===== src/rtl/mem_access_unit.sv =====
// mem_access_unit: MEM-stage load/store unit driving a byte-enabled req/ack data bus
//   in : clk, reset (async, active-high), MemRead/MemWrite size codes (01 word, 10 byte, 11 half),
//        addr, wdata, mem_rdata, mem_ack
//   out: stall (combinational), rdata (sign-extended), rvalid/align_err/bus_err pulses,
//        mem_req, mem_we, mem_addr (word aligned), mem_be, mem_wdata (lane replicated)
module mem_access_unit #(
  parameter int ADDR_W  = 32,
  parameter int TIMEOUT = 15
) (
  input  logic              clk,
  input  logic              reset,
  input  logic [1:0]        MemRead,
  input  logic [1:0]        MemWrite,
  input  logic [ADDR_W-1:0] addr,
  input  logic [31:0]       wdata,
  output logic              stall,
  output logic [31:0]       rdata,
  output logic              rvalid,
  output logic              align_err,
  output logic              bus_err,
  output logic              mem_req,
  output logic              mem_we,
  output logic [ADDR_W-1:0] mem_addr,
  output logic [3:0]        mem_be,
  output logic [31:0]       mem_wdata,
  input  logic [31:0]       mem_rdata,
  input  logic              mem_ack
);
  typedef enum logic [1:0] {IDLE, BUS, DONE} state_t;
  state_t      r_state;
  logic [7:0]  r_cnt;
  logic [1:0]  r_size;
  logic [1:0]  r_off;
  logic        w_wr;
  logic [1:0]  w_size;
  logic        w_req;
  logic        w_mis;
  logic [3:0]  w_be;
  logic [31:0] w_wdata;
  logic [7:0]  w_lane;
  logic [15:0] w_half;
  logic [31:0] w_load;
  always_comb begin
    w_wr    = MemWrite != 2'b00;
    w_size  = w_wr ? MemWrite : MemRead;
    w_req   = w_size != 2'b00;
    w_mis   = (w_size == 2'b01 && addr[1:0] != 2'b00) || (w_size == 2'b11 && addr[0]);
    w_be    = w_size == 2'b01 ? 4'b1111 : w_size == 2'b10 ? 4'b0001 << addr[1:0] : addr[1] ? 4'b1100 : 4'b0011;
    w_wdata = w_size == 2'b10 ? {4{wdata[7:0]}} : w_size == 2'b11 ? {2{wdata[15:0]}} : wdata;
    w_lane  = 8'(mem_rdata >> {r_off, 3'b000});
    w_half  = r_off[1] ? mem_rdata[31:16] : mem_rdata[15:0];
    w_load  = r_size == 2'b01 ? mem_rdata : r_size == 2'b10 ? {{24{w_lane[7]}}, w_lane} : {{16{w_half[15]}}, w_half};
  end
  // Low in DONE so the pipeline advances past the request instead of re-issuing it
  assign stall = !reset && (r_state == BUS || (r_state == IDLE && w_req));
  always_ff @(posedge clk or posedge reset) begin
    if (reset) begin
      r_state   <= IDLE;
      r_cnt     <= 8'd0;
      r_size    <= 2'b00;
      r_off     <= 2'b00;
      rdata     <= 32'd0;
      rvalid    <= 1'b0;
      align_err <= 1'b0;
      bus_err   <= 1'b0;
      mem_req   <= 1'b0;
      mem_we    <= 1'b0;
      mem_addr  <= '0;
      mem_be    <= 4'b0000;
      mem_wdata <= 32'd0;
    end else begin
      rvalid    <= 1'b0;
      align_err <= 1'b0;
      bus_err   <= 1'b0;
      case (r_state)
        IDLE: if (w_req) begin
          if (w_mis) begin
            r_state   <= DONE;
            align_err <= 1'b1;
            rdata     <= 32'd0;
          end else begin
            r_state   <= BUS;
            r_cnt     <= 8'd0;
            r_size    <= w_size;
            r_off     <= addr[1:0];
            mem_req   <= 1'b1;
            mem_we    <= w_wr;
            mem_addr  <= {addr[ADDR_W-1:2], 2'b00};
            mem_be    <= w_be;
            mem_wdata <= w_wdata;
          end
        end
        BUS: if (mem_ack) begin
          r_state <= DONE;
          r_cnt   <= 8'd0;
          mem_req <= 1'b0;
          rdata   <= mem_we ? 32'd0 : w_load;
          rvalid  <= !mem_we;
        end else if (r_cnt == 8'(TIMEOUT - 1)) begin
          r_state <= DONE;
          r_cnt   <= 8'd0;
          mem_req <= 1'b0;
          bus_err <= 1'b1;
          rdata   <= 32'd0;
        end else begin
          r_cnt <= r_cnt + 8'd1;
        end
        default: r_state <= IDLE;
      endcase
    end
  end
endmodule


===== config.mk =====
export PLATFORM = sky130hd
export DESIGN_NAME = mem_access_unit
export DESIGN_NICKNAME = d
export VERILOG_FILES = /design/src/rtl/mem_access_unit.sv
export SDC_FILE = /design/constraint.sdc
export NUM_CORES = 1
export LEC_CHECK = 0
export CAP_MARGIN = 15
export CORE_AREA = 2 2 121 123
export CTS_BUF_LIST = sky130_fd_sc_hd__clkbuf_16
export CTS_CLUSTER_DIAMETER = 100
export DETAILED_ROUTE_END_ITERATION = 8
export DIE_AREA = 0 0 123 125
export HOLD_SLACK_MARGIN = 0.15
export PLACE_DENSITY = 0.75
export SLEW_MARGIN = 30
export SYNTH_ARGS = -nofsm -noshare
export SYNTH_HDL_FRONTEND = slang
export SYNTH_SLANG_ARGS = --single-unit
export TNS_END_PERCENT = 5

===== constraint.sdc =====
create_clock -name clk -period 3.95 [get_ports clk]
set_clock_uncertainty 0.05 [all_clocks]
set_input_delay 0.79 -clock clk [delete_from_list [all_inputs] [get_ports clk]]
set_output_delay 0.79 -clock clk [all_outputs]
set_load 0.05 [all_outputs]

Word level (Yosys, flattened, before mapping)
Cells that the tools add are included.
- $add $sub $neg: 1
- equality and inequality tests: 11
- shift-type cells: 2
- mux-type cells: 38
- bitwise logic cells: 1
- reductions and logical operators: 18
- operators by type and width (operator ; count):
    32-bit two-way mux ; 9
    32-bit case mux with 2 select lines ; 1
    8-bit two-way mux ; 4
    32-bit by 5-bit right shift with 8-bit output ; 1
    16-bit two-way mux ; 1
    8-bit case mux with 2 select lines ; 1
    1-bit two-way mux ; 12
    4-bit two-way mux ; 3
    2-bit two-way mux ; 5
    8-bit by 1-bit adder with 8-bit output (second input constant) ; 1
    8-bit by 4-bit == test with 1-bit output (second input constant) ; 1
    4-bit AND reduction ; 2
    2-bit nonzero test ; 4
    2-bit by 1-bit == test with 1-bit output (second input constant) ; 3
    2-bit == test (second input constant) ; 3
    2-bit inequality test (second input constant) ; 3
    3-bit AND reduction ; 2
    1-bit logical AND ; 4
    2-bit case mux with 2 select lines ; 1
    1-bit by 2-bit << shifter with 4-bit output (first input constant) ; 1
    3-bit by 2-bit inequality test with 1-bit output (second input constant) ; 1
    1-bit zero test ; 2
    2-bit zero test ; 1
    1-bit logical OR ; 2
    other kinds (3) ; 3
- register bits: 117
- input bits: 103
- output and inout bits: 106
- word-level logic and storage cells: 84

Longest topological paths before layout
Gate-level depths: netlist (run 1).
- depth after elaboration: 8
- depth in mapped cells: 7
- mapped depth without buffers: 7

Worst setup path before layout (run 1)
Ideal clock, no wire load.
- path type: in2out
- start: input MemWrite[1]
- end: output stall
- arrival: 1.675 ns
- required time: 3.110 ns
- slack: 1.435 ns
- stages: 4
- path buffers: 0
- cells stage by stage: nor2_1 > nand2_1 > o21bai_1 > nor2_1
- word-level cells in the longest chain between the ends: 6
- RTL lines (item ; RTL line ; text):
    start, declared ; 13 ; input logic [1:0] MemWrite,
    2-bit nonzero test ; 44 ; w_wr = MemWrite != 2'b00;
    2-bit two-way mux (*) ; 45 ; w_size = w_wr ? MemWrite : MemRead;
    2-bit nonzero test (*) ; 46 ; w_req = w_size != 2'b00;
    1-bit logical AND (*) ; 55 ; assign stall = !reset && (r_state == BUS || (r_state == IDLE && w_req));
    1-bit logical OR (*) ; 55 ;
    1-bit logical AND (*) ; 55 ;
    end, declared ; 16 ; output logic stall,
Mark *: on every way between the ends. The rest lies on a longest branch, timed or not.

Final worst setup path (run 1)
Ends and elaborated chain as after synthesis.

==> results of run 1 <==
layer usage:
metal	track usage, %	share of wire (%)
met3	8.67	11
met1	28.0	42
met2	33.9	44
met5	0	0
met4	9.02	2.3
registers in the layout (all words and copies together), names as in the netlist, 2 cells and up:
register,cells
mem_be,4
r_off,2
mem_addr,30
rdata,32
r_state,2
mem_wdata,32
r_size,2
r_cnt,8
final cells by class:
class	count	area [um^2]
Fill cell	1190	5860
Sequential cell	117	2930
Multi-Input combinational cell	409	2390
Timing Repair Buffer	214	2150
Clock buffer	17	425
Tap cell	184	230
Clock inverter	15	180
Inverter	10	40.0
cell usage in the layout (no fill, tap or decap), drive strengths merged, types with 9 or more instances in the layout:
cell / count
clkdlybuf4s50: 206
nand2: 146
dfrtp: 117
o21ai: 42
a21oi: 40
mux2i: 31
o2bb2ai: 27
nor2: 26
clkbuf: 17
inv: 12
nand2b: 11
mux2: 10
a22o: 9
worst max-delay path by stage:
stage	from	to	slack (ns)	cells past startpoint
floorplan	reset	align_err$_DFF_PP0_	0.009	1
global route	MemWrite[1]	stall	0.35	6
finish	MemWrite[1]	stall	0.47	6
detailed placement	MemWrite[1]	stall	0.49	6
CTS	MemWrite[1]	stall	0.47	6
global placement	MemWrite[0]	stall	0.52	6
cell families after synthesis:
kind of cell	synth area share [%]
AO/OA/AOI/OAI	17.9
XOR/XNOR	0.318
adder cells (fa/ha/maj)	0.454
buffers and inverters	3.83
flip-flops	53.1
multiplexers	7.67
other	0.0680
AND/OR/NAND/NOR	16.6
stage by stage:
step,utilization (%),area (um^2)
4_1_cts,58.7,8340
5_1_grt,58.7,8340
2_1_floorplan,-,5520
6_report,58.7,8340
3_3_place_gp,54.4,7730
3_5_place_dp,54.4,7730
worst max-delay path, stage by stage:
cell             delay (ns)
clkdlybuf4s50_1        0.57
nor2_1                 0.08
nand2_1                0.15
o21bai_1               0.13
nor2_1                 0.12
clkdlybuf4s50_1        0.80
report_power, final:
group	total [mW]	internal [mW]	switching [mW]
clock network	1.57	0.994	0.579
logic	4.20	1.40	2.80
registers	2.05	1.70	0.351
total	7.82	4.09	3.73
==> flow_summary.ini, run 1 <==
[outcome]
status = finished, final reports clean

[floorplan]
initial_core_util_pct = 38.8
fp.coreArea_um2 = 14200
die-area_um2 = 15400
die_h_um = 125
num_io_pins = 209
rows = 44
die_x_um = 123

[clock_tree]
root_buffer = clkbuf_16
post_cts_buffers = 0
numCtsBuffers = 17
cts_tree = done
cts_resized = 0
insertion_delay_ns = 0.41
cts.path.max_buffers = 2
cts_hold_buf = 0
cts.htree.levels = 4
path_clk_slew_ns = 0.05
numClockSinks = 117

[timing]
slew_headroom_pct = 49.6
hold_ws_ns = 0.422
fin_crit_sh_pct = 88.2
worst_slack_ns = 0.467
fin_crit_ns = 3.48
setup_viol = 0
tightest_slew_ns = 0.752
finalHoldViolations = 0
tns_ns = 0
maxSlewViolCount = 0
fmax_ghz = 0.287
rsz0062_at_grt = no

[worst_setup_path]
arrival_ns = 2.64
regToRegEndpoint = rdata[8]$_DFFE_PP0P_
worstPathRequired_ns = 3.11
crit_path_end_kind = primary output
r2r_slack_ns = 1.79
reg2reg_depth = 6
worstSetupStartpointType = input pin
r2r_start = r_cnt[0]$_DFFE_PP0P_
crit_type = in -> out
critical_path.max_fanout = 4

[place]
portBuffers = 206
gp_congestion = 0.845
pre_cts_ws_ns = 0.493
dp.cells = 934
dp_hpwl_um = 11900

[global_routing]
overflow = 0
first_global_vias = 5168
antenna_found_initial = 0
grt_pass1_wl_um = 26400
grt_util_all_layers_pct = 22.1
grt_max_degree = 74

[logic_synthesis]
synth_edf_count = 0
synth_top_cell_by_area = dfrtp_1
yosysMostFrequentCell = nand2_1
synthesis.area_um2 = 5520
yosys.area.top_type_share_pct = 53.1
synth-warning-count = 0
synthArstFlopShare_pct = 100
seq_area_frac_synth_pct = 53.1
synth_cells = 572
synth_flop_cell = dfrtp_1
synth-seq-cells = 117
synth_common_cells = 146 x nand2_1, 117 x dfrtp_1, 42 x o21ai_0
avgSynthCellArea_um2 = 9.64
synth.distinct_cells = 49
ys_top_cells_by_area = dfrtp_1 53%, nand2_1 9.9%, mux2i_1 5.6%

[finish]
num_antenna_cells = 0
drive_gt1_share_pct = 7.80
fin_nets = 874
area_growth_pct = 51.2
stdcell_count = 966

[detailed_routing]
routed_via_density = 5.24
drc = 0
ant_nets = 0
drt-total-wl_um = 16600
dr.pass1.iters = 7
wl_per_cell_um = 17.2
drt_iter0_markers = 282
via_count = 5062

[flow_run]
cap_viol_max_count = 0

[power_and_ir_drop]
cellPowerDensity_nw_per_um2 = 938
p_total_mw = 7.82
vdd_drop_max_uv = 640
leakagePower_nw = 3.68

[hold_path]
hp-class = reg -> reg
hold_depth = 2
worstHoldStart = mem_wdata[1]$_DFFE_PP0P_
holdPathEnd = mem_wdata[1]$_DFFE_PP0P_
No activity file was read; power rests on OpenSTA's default activity.
==> inputs of run 2 (changes only) <==
--- a/config.mk
+++ b/config.mk
@@ -5,14 +5,15 @@
 export SDC_FILE = /design/constraint.sdc
 export NUM_CORES = 1
 export LEC_CHECK = 0
+export ABC_AREA = 1
 export CAP_MARGIN = 15
-export CORE_AREA = 2 2 121 123
+export CORE_AREA = 2 2 123 125
 export CTS_BUF_LIST = sky130_fd_sc_hd__clkbuf_16
 export CTS_CLUSTER_DIAMETER = 100
 export DETAILED_ROUTE_END_ITERATION = 8
-export DIE_AREA = 0 0 123 125
+export DIE_AREA = 0 0 125 127
 export HOLD_SLACK_MARGIN = 0.15
-export PLACE_DENSITY = 0.75
+export PLACE_DENSITY = 0.76
 export SLEW_MARGIN = 30
 export SYNTH_ARGS = -nofsm -noshare
 export SYNTH_HDL_FRONTEND = slang
==> run 2 against run 1 <==
- combinational power is 6.4% higher
- routed wire length grew 2.4%
- cell area grew 2.4%
- core utilization up 0.52 points
- die area is 3.3% higher
==> flow_summary.ini, run 2 <==
[outcome]
status = finished, final reports clean

[global_routing]
overflow = 0
grt_util_all_layers_pct = 21.7
grt_pass1_wl_um = 27700
antenna_found_initial = 0
grt_max_degree = 93
first_global_vias = 5410

[logic_synthesis]
synth_edf_count = 0
muxShareOfSynthArea_pct = 0
synth_common_cells = 384 x nand2_1, 117 x dfrtp_1, 47 x inv_1
synthesis.area_um2 = 5880
synth-warning-count = 0
yosysMostFrequentCell = nand2_1
ys_top_cells_by_area = dfrtp_1 50%, nand2_1 25%, o21ai_0 3.6%
synth.distinct_cells = 32
synth_flop_cell = dfrtp_1
synthXorXnorAreaFrac_pct = 0.447
synth_compound_area_share_pct = 7.13
synth_fa_ha_area_share_pct = 0.426
synthArstFlopShare_pct = 100
synth_simple_gate_area_share_pct = 34.0
seq_area_frac_synth_pct = 49.8
synth_top_family_by_area = simple AND/OR/NAND/NOR gates
synth-seq-cells = 117
avgSynthCellArea_um2 = 7.57
synth_top_cell_by_area = dfrtp_1
synth_cells = 777
yosys.area.top_type_share_pct = 49.8

[worst_setup_path]
r2r_slack_ns = 2.01
r2r_start = r_off[1]$_DFFE_PP0P_
crit_path_end_kind = primary output
regToRegEndpoint = rdata[14]$_DFFE_PP0P_
slowest_stage = clkdlybuf4s50_1
crit_type = in -> out
crit_path_frequent_cell = clkdlybuf4s50_1
reg2reg_depth = 7
worstSetupStartpointType = input pin
slowest_delay_ns = 0.82
worstPathRequired_ns = 3.11
critical_path.max_fanout = 3
cp_cell_sequence = clkdlybuf4s50_1 > inv_1 > nand4_1 > nand2_1 > a21oi_1 > clkdlybuf4s50_1
arrival_ns = 2.58

[timing]
fin_crit_sh_pct = 86.5
tightest_slew_ns = 0.703
slew_headroom_pct = 52.8
setup_viol = 0
tns_ns = 0
rsz0062_at_grt = no
maxSlewViolCount = 0
fmax_ghz = 0.293
finalHoldViolations = 0
fin_crit_ns = 3.42

[finish]
fill_cells = 1325
fin_nets = 1077
drive_gt1_share_pct = 6.82
fin_util_pct = 59.2
final_cell_mix = 384 x nand2_1, 206 x clkdlybuf4s50_1, 117 x dfrtp_1, 47 x inv_1, 42 x o21ai_0
area_growth_pct = 45.3
num_antenna_cells = 0
fin_area_um2 = 8540
top_regs = mem_wdata x32, rdata x32, mem_addr x30
stdcell_count = 1167
final_common_cell = nand2_1

[detailed_routing]
ant_nets = 0
routed_via_density = 4.89
drc = 0
wl_per_cell_um = 14.5
drt-total-wl_um = 17000
dr.pass1.iters = 4
via_count = 5706
drt_iter0_markers = 514

[power_and_ir_drop]
leakagePower_nw = 4.29
vdd_drop_max_uv = 569
cellPowerDensity_nw_per_um2 = 930
p_total_mw = 7.95

[clock_tree]
cts.path.max_buffers = 2
post_cts_buffers = 0
numCtsBuffers = 17
path_clk_slew_ns = 0.05
cts_hold_buf = 0
root_buffer = clkbuf_16
numClockSinks = 117
insertion_delay_ns = 0.41
cts.htree.levels = 4
cts_tree = done
cts_resized = 0

[floorplan]
num_io_pins = 209
die_x_um = 125
initial_core_util_pct = 40.8
die-area_um2 = 15900
die_h_um = 127
rows = 44
fp.coreArea_um2 = 14400

[place]
dp.cells = 1137
dpl_cell_area_um2 = 7990
portBuffers = 206
dp_hpwl_um = 12000
gp_congestion = 0.903

[flow_run]
cap_viol_max_count = 0

[hold_path]
hold_depth = 2
hp-class = reg -> reg
worstHoldStart = rdata[23]$_DFFE_PP0P_
holdPathEnd = rdata[23]$_DFFE_PP0P_
==> run 2: cell count changes in the layout (fill, tap and decap cells not counted), sizes merged, moves of 19 or more <==
cell,delta
a21oi,-24
mux2i,-31
o2bb2ai,-27
nand3,+36
inv,+41
nand2,+246
nand4,+19
==> run 2: kinds of logic (layout without fill, tap and decap cells) <==
logic type / after synthesis / in the layout
other: 1 / 2
adder cells (fa/ha/maj): 2 / 2
XOR/XNOR: 3 / 3
flip-flops: 117 / 117
buffers and inverters: 93 / 298
AND/OR/NAND/NOR: 486 / 486
AO/OA/AOI/OAI: 75 / 75
==> run 2: report_power, final <==
part           leakage (nW)  switching, mW  internal, mW
Combinational          2.52           3.08          1.39
Clock                 0.268          0.534         0.905
Sequential             1.50          0.313          1.72
==> run 2: worst max-delay path, delay by kind of cell <==
family | cells | cell delay [ns]
AND/OR/NAND/NOR | 2 | 0.25
buffers and inverters | 3 | 1.40
AO/OA/AOI/OAI | 1 | 0.14
==> run 2: worst max-delay path by stage <==
stage / from / endpoint / slack [ns] / cells past startpoint
after floorplan: reset / align_err$_DFF_PP0_ / 0.009 / 1
final: MemWrite[0] / stall / 0.53 / 6
after global placement: MemWrite[0] / stall / 0.55 / 6
after CTS: MemWrite[0] / stall / 0.52 / 6
after global routing: MemWrite[0] / stall / 0.41 / 6
after detailed placement: MemWrite[0] / stall / 0.52 / 6
==> run 2: layer usage <==
layer | GRT usage, % | vias up | share of wire, %
met3 | 8.79 | 38 | 10
li1 | - | 2819 | -
met5 | 0 | - | 0
met2 | 32.7 | 252 | 44
met1 | 27.8 | 2597 | 43
met4 | 9.28 | 0 | 2.9
==> run 2: final cells by class <==
class	count	area [um^2]	area share, %
Timing Repair Buffer	214	2150	25.1
Multi-Input combinational cell	568	2490	29.1
Tap cell	184	230	2.69
Sequential cell	117	2930	34.3
Clock inverter	13	119	1.39
Inverter	54	205	2.40
Clock buffer	17	425	4.98
==> run 2: per-stage QoR <==
| stage | setup slack (ns) | hold WS, ns |
|---|---|---|
| 2_1_floorplan | 0.00923 | 0.403 |
| 3_3_place_gp | 0.555 | 0.405 |
| 3_5_place_dp | 0.515 | 0.410 |
| 4_1_cts | 0.519 | 0.422 |
| 5_1_grt | 0.411 | 0.437 |
| 6_report | 0.531 | 0.417 |
